$ cat config.mk
export PLATFORM = sky130hd
export DESIGN_NAME = acs_bank
export DESIGN_NICKNAME = d
export VERILOG_FILES = /design/src/rtl/acs_bank.sv
export SDC_FILE = /design/constraint.sdc
export NUM_CORES = 1
export LEC_CHECK = 0
export ABC_AREA = 0
export CAP_MARGIN = 20
export CORE_ASPECT_RATIO = 0.7
export CORE_UTILIZATION = 63
export DETAILED_ROUTE_END_ITERATION = 8
export PLACE_DENSITY = 0.95
export SYNTH_ARGS = -nofsm -noshare
export SYNTH_HDL_FRONTEND = slang
export SYNTH_SLANG_ARGS = --single-unit
$ cat constraint.sdc
create_clock -name clk -period 12.75 [get_ports clk]
set_input_delay 3.1875 -clock clk [delete_from_list [all_inputs] [get_ports clk]]
set_output_delay 3.1875 -clock clk [all_outputs]
set_load 0.005 [all_outputs]
$ cat src/rtl/acs_bank.sv
// acs_bank: add-compare-select bank for a radix-2 Viterbi trellis with 2^(K-1) states.
// Define ACS_BANK_BEST_STATE_EN to add the registered lowest-metric state output.
module acs_bank #(
  parameter int K    = 3,
  parameter int BM_W = 2,
  parameter int PM_W = 8,
  localparam int N   = 32'd1 << (K - 1)
) (
  input  logic                clk,
  input  logic                rst_n,
  input  logic                in_valid,
  input  logic                start,
  input  logic [N*2*BM_W-1:0] bm,
  output logic                out_valid,
  output logic [N-1:0]        decision,
  output logic [N-1:0]        state_valid,
  output logic [N*PM_W-1:0]   path_metric
`ifdef ACS_BANK_BEST_STATE_EN
  ,
  output logic [K-2:0]        best_state
`endif
);

  localparam logic [PM_W-1:0] PM_MAX  = {PM_W{1'b1}};
  localparam logic [PM_W-1:0] PM_HALF = {1'b1, {(PM_W-1){1'b0}}};

  function automatic logic [PM_W-1:0] sat_add(input logic [PM_W-1:0] pm,
                                               input logic [BM_W-1:0] br);
    logic [PM_W:0] sum;
    sum = {1'b0, pm} + {{(PM_W+1-BM_W){1'b0}}, br};
    if (sum[PM_W]) begin
      return PM_MAX;
    end else begin
      return sum[PM_W-1:0];
    end
  endfunction

  logic [PM_W-1:0]   cur_pm_s [N];
  logic [N-1:0]      cur_sv_s;
  logic [PM_W-1:0]   c0_s [N];
  logic [PM_W-1:0]   c1_s [N];
  logic [PM_W-1:0]   raw_pm_s [N];
  logic [N-1:0]      new_sv_s;
  logic [N-1:0]      dec_s;
  logic [PM_W-1:0]   min_pm_s;
  logic              found_s;
  logic              take_s;
  logic              norm_s;
  logic [N*PM_W-1:0] next_pm_s;
`ifdef ACS_BANK_BEST_STATE_EN
  logic [K-2:0]      best_s;
`endif

  // Source metrics for this step: the initial trellis on start, else the stored ones.
  always_comb begin
    for (int s = 0; s < N; s++) begin
      if (start) begin
        cur_pm_s[s] = {PM_W{1'b0}};
        cur_sv_s[s] = (s == 0);
      end else begin
        cur_pm_s[s] = path_metric[s*PM_W +: PM_W];
        cur_sv_s[s] = state_valid[s];
      end
    end
  end

  // Per-state add-compare-select; a tie or a lone p0 keeps the p0 survivor.
  always_comb begin
    for (int s = 0; s < N; s++) begin
      c0_s[s]     = sat_add(cur_pm_s[(2*s) % N],   bm[(2*s)*BM_W +: BM_W]);
      c1_s[s]     = sat_add(cur_pm_s[(2*s+1) % N], bm[(2*s+1)*BM_W +: BM_W]);
      new_sv_s[s] = cur_sv_s[(2*s) % N] | cur_sv_s[(2*s+1) % N];
      if (cur_sv_s[(2*s) % N] && cur_sv_s[(2*s+1) % N]) begin
        dec_s[s] = (c0_s[s] > c1_s[s]);
      end else if (cur_sv_s[(2*s+1) % N]) begin
        dec_s[s] = 1'b1;
      end else begin
        dec_s[s] = 1'b0;
      end
      if (!new_sv_s[s]) begin
        raw_pm_s[s] = {PM_W{1'b0}};
      end else if (dec_s[s]) begin
        raw_pm_s[s] = c1_s[s];
      end else begin
        raw_pm_s[s] = c0_s[s];
      end
    end
  end

  // Minimum over reachable states drives normalisation (and the best-state pick).
  always_comb begin
    min_pm_s  = PM_MAX;
    found_s   = 1'b0;
    take_s    = 1'b0;
    next_pm_s = {(N*PM_W){1'b0}};
`ifdef ACS_BANK_BEST_STATE_EN
    best_s    = {(K-1){1'b0}};
`endif
    for (int s = 0; s < N; s++) begin
      take_s   = new_sv_s[s] && (!found_s || (raw_pm_s[s] < min_pm_s));
      min_pm_s = take_s ? raw_pm_s[s] : min_pm_s;
      found_s  = found_s | take_s;
`ifdef ACS_BANK_BEST_STATE_EN
      best_s   = take_s ? (K-1)'(s) : best_s;
`endif
    end
    norm_s = found_s & min_pm_s[PM_W-1];
    for (int s = 0; s < N; s++) begin
      if (new_sv_s[s] && norm_s) begin
        next_pm_s[s*PM_W +: PM_W] = raw_pm_s[s] - PM_HALF;
      end else begin
        next_pm_s[s*PM_W +: PM_W] = raw_pm_s[s];
      end
    end
  end

  // Output registers: step on in_valid, reload initial metrics on a lone start, else hold.
  always_ff @(posedge clk or negedge rst_n) begin
    if (!rst_n) begin
      out_valid   <= 1'b0;
      decision    <= {N{1'b0}};
      state_valid <= {N{1'b0}};
      path_metric <= {(N*PM_W){1'b0}};
`ifdef ACS_BANK_BEST_STATE_EN
      best_state  <= {(K-1){1'b0}};
`endif
    end else if (in_valid) begin
      out_valid   <= 1'b1;
      decision    <= dec_s;
      state_valid <= new_sv_s;
      path_metric <= next_pm_s;
`ifdef ACS_BANK_BEST_STATE_EN
      best_state  <= best_s;
`endif
    end else if (start) begin
      out_valid   <= 1'b0;
      decision    <= {N{1'b0}};
      state_valid <= {{(N-1){1'b0}}, 1'b1};
      path_metric <= {(N*PM_W){1'b0}};
`ifdef ACS_BANK_BEST_STATE_EN
      best_state  <= {(K-1){1'b0}};
`endif
    end else begin
      out_valid   <= 1'b0;
    end
  end

endmodule

==> flow_summary_export.csv <==
group,metric,value,unit
status,status,"complete, no violations",
setup_path,cp_slowest_stage_delay,410,ps
sta,fin_crit,12210,ps
drt,highest_layer,"met4",
setup_path,arrival,12400,ps
cells_and_area,drive_above_1_share,12.7,%
setup_path,path_class,"input pin to flip-flop",
drt,ant_nets,0,
place,portBuffers,60,
floorplanning,core-area,8110,um2
setup_path,critPathLaunchType,"input pin",
clock_tree,htree_num_levels,2,
setup_path,crit_slowest_cell,"o41ai_4",
global_routing,grt_max_degree,41,
clock_tree,cts_sinks,40,
drt,dr.pass1.iters,8,
sta,slew_violations,0,
synthesis,synthArstFlopShare,100,%
synthesis,ys_seq_area_share,18.4,%
sta,setup_ws,535,ps
global_routing,grt.overflow.total,0,
global_routing,antenna_found_initial,0,
clock_tree,clk_latency,290,ps
sta,finalSetupViolCount,0,
drt,drc,0,
setup_path,endpoint_kind,"flip-flop",
setup_path,crit_buf_inv,5,
setup_path,crit_top_cell,"ha_1",
synthesis,synth_warnings,0,
synthesis,synth_compound_area_share,23.0,%
synthesis,synth.distinct_cells,77,
floorplanning,die_area,9020,um2
synthesis,yosysTopAreaCellShare,18.4,%
floorplanning,die_w,113,um
setup_path,required,12940,ps
synthesis,synthSimpleGateAreaFrac,26.5,%
floorplanning,start_util,67.1,%
clock_tree,cts_tree,"yes",
sta,worstMarginPinSlew,1100,ps
synthesis,netlist_area,5440,um2
clock_tree,cts_buffer_depth,2,
sta,finalCritPeriodShare,95.8,%
synthesis,synth_top_family_by_area,"simple AND/OR/NAND/NOR gates",
cells_and_area,fin_nets,860,
floorplanning,boundaryPins,61,
power_and_ir_drop,p_leak,2.83,nW
synthesis,synth_top_area_cell,"dfrtp_1",
clock_tree,numCtsBuffers,5,
drt,wl_met1,7.94,mm
drt,via_per_inst,6.78,
cells_and_area,fin_util,79.6,%
synthesis,avgSynthCellArea,7.73,um2
drt,routedWlPerCell,20.8,um
floorplanning,fp-row-count,27,
sta,whs,504,ps
global_routing,grt_pass1_vias,5111,
global_routing,track_usage,40.2,%
floorplanning,die_h,79.8,um
drt,route.met2.wl,7.12,mm
drt,wl_met3,2.87,mm
clock_tree,clock-root-buffer,"clkbuf_16",
worst_hold_path,hp-class,"flip-flop to flip-flop",
drt,drt-total-wl,18.1,mm
run,max_cap_violations,0,
global_routing,grt_pass1_wl,27.4,mm
setup_path,crit_fanout,10,
synthesis,synth_ff_type,"dfrtp_1",
sta,max_freq,0.0819,GHz
setup_path,crit_family,"compound AO/OA/AOI/OAI gates",
synthesis,yosys.area_share.xor_xnor,4.99,%
sta,finalHoldViolCount,0,
clock_tree,hold_buffers,0,
synthesis,synth.area.top_cells,"dfrtp_1, ha_1, nand2_1",
cells_and_area,area_delta_synth_final,18.6,%
drt,num_vias,5916,
synthesis,ys_ff_latch,40,
power_and_ir_drop,p_total,0.000716,W
sta,skew,6.97,ps
synthesis,synthAdderAreaFrac,16.8,%
synthesis,synth_edf_count,0,
place,place_congestion,1.02,
synthesis,synth_nets,793,
place,hpwl,14.3,mm
sta,max_slew_margin,25.9,%
clock_tree,clkTransAtPathRegs,70,ps
power_and_ir_drop,worst_ir_drop_vdd,0.103,mV
synthesis,syn_inst,704,
power_and_ir_drop,p_per_area,111,nW/um2
synthesis,synthMuxAreaShare,5.98,%
place,dp_slack,78.1,ps
cells_and_area,n_antenna_cell,0,
drt,drt-initial-drc-count,907,
layer usage:
layer | vias up | GRT usage, %
met5 | - | 0
met4 | 0 | 5.66
met3 | 42 | 12.5
met2 | 463 | 56.4
met1 | 2738 | 60.3
li1 | 2673 | -
logic make-up after synthesis:
kind of cell / after synthesis
muxes: 30
AOI/OAI and AO/OA: 192
DFF: 40
adders and majority gates: 74
and+or+nand+nor: 281
buffers and inverters: 56
xor gates and xnor gates: 31
layout by cell type (no fill, tap or decap), types with 18 or more instances in the layout:
cell type and count:
o21ai_0 50, nor2_1 74, ha_1 69, a21oi_1 59
nand2_1 81, nand3_1 20, inv_1 22, dfrtp_1 40
buf_4 31, clkdlybuf4s50_1 58, nand2b_1 18
worst paths after layout:
kind / slack [ps] / cells past startpoint / endpoint / start
max reg2reg: 3340 / 40 / path_metric[15]$_DFFE_PN0P_ / path_metric[1]$_DFFE_PN0P_
min reg2reg: 500 / 1 / decision[1]$_DFFE_PN0P_ / decision[1]$_DFFE_PN0P_
max in group asynchronous: 9130 / 1 / path_metric[28]$_DFFE_PN0P_ / rst_n
min: 500 / 1 / decision[1]$_DFFE_PN0P_ / decision[1]$_DFFE_PN0P_
max: 540 / 44 / path_metric[15]$_DFFE_PN0P_ / start
min in group asynchronous: 3030 / 1 / path_metric[21]$_DFFE_PN0P_ / rst_n
stage by stage:
| stage | instances | instance area, um2 | setup TNS (ps) |
|---|---|---|---|
| 2_1_floorplan | 704 | 5440 | 0 |
| 3_3_place_gp | 856 | 6190 | 0 |
| 3_5_place_dp | 856 | 6190 | 0 |
| 4_1_cts | 864 | 6350 | 0 |
| 5_1_grt | 873 | 6450 | -19.1 |
| 6_report | 873 | 6450 | 0 |
registers in the layout, indices dropped and copies added (netlist names):
signal,count
decision,4
out_valid,1
path_metric,32
state_valid,3
synth_stat cells (3+ instances only):
| library cell | instances |
|---|---|
| a211oi_1 | 3 |
| a21o_1 | 7 |
| a21oi_1 | 59 |
| a21oi_2 | 3 |
| a22o_1 | 12 |
| and2_1 | 9 |
| and3_1 | 5 |
| and3b_1 | 4 |
| and4_1 | 3 |
| buf_2 | 9 |
| clkbuf_1 | 18 |
| dfrtp_1 | 40 |
| ha_1 | 69 |
| inv_1 | 22 |
| maj3_1 | 5 |
| mux2_2 | 12 |
| mux2i_1 | 16 |
| nand2_1 | 82 |
| nand2b_1 | 18 |
| nand3_1 | 20 |
| nand4_1 | 12 |
| nor2_1 | 74 |
| nor2b_1 | 11 |
| nor2b_4 | 3 |
| nor3_1 | 14 |
| o211ai_1 | 4 |
| o21a_1 | 7 |
| o21ai_0 | 52 |
| o21ai_1 | 6 |
| o22ai_1 | 6 |
| o311ai_0 | 5 |
| o31ai_1 | 3 |
| or2_2 | 6 |
| xnor2_1 | 14 |
| xor2_1 | 17 |
power by group:
part / switching (W) / leakage, nW / internal (W)
combinational: 0.000232 / 2.23 / 0.000191
sequential: 0.0000214 / 0.536 / 0.000138
clock: 0.0000557 / 0.0691 / 0.0000779
total: 0.000309 / 2.83 / 0.000407
area by class of cell:
cell class | instances | area (um2)
sequential | 40 | 1000
timing repair buffer | 92 | 843
inverter | 24 | 90.1
clock inverter | 2 | 15.0
fill | 539 | 1650
tap | 101 | 126
multi-input combinational | 608 | 4240
clock buffer | 6 | 139
repair_timing:
item                       4_1_cts  5_1_grt
resized for setup                0       11
setup endpoints to repair        0        4
buffers inserted                 0        8
Note: power is estimated with default switching activity, not from simulation.
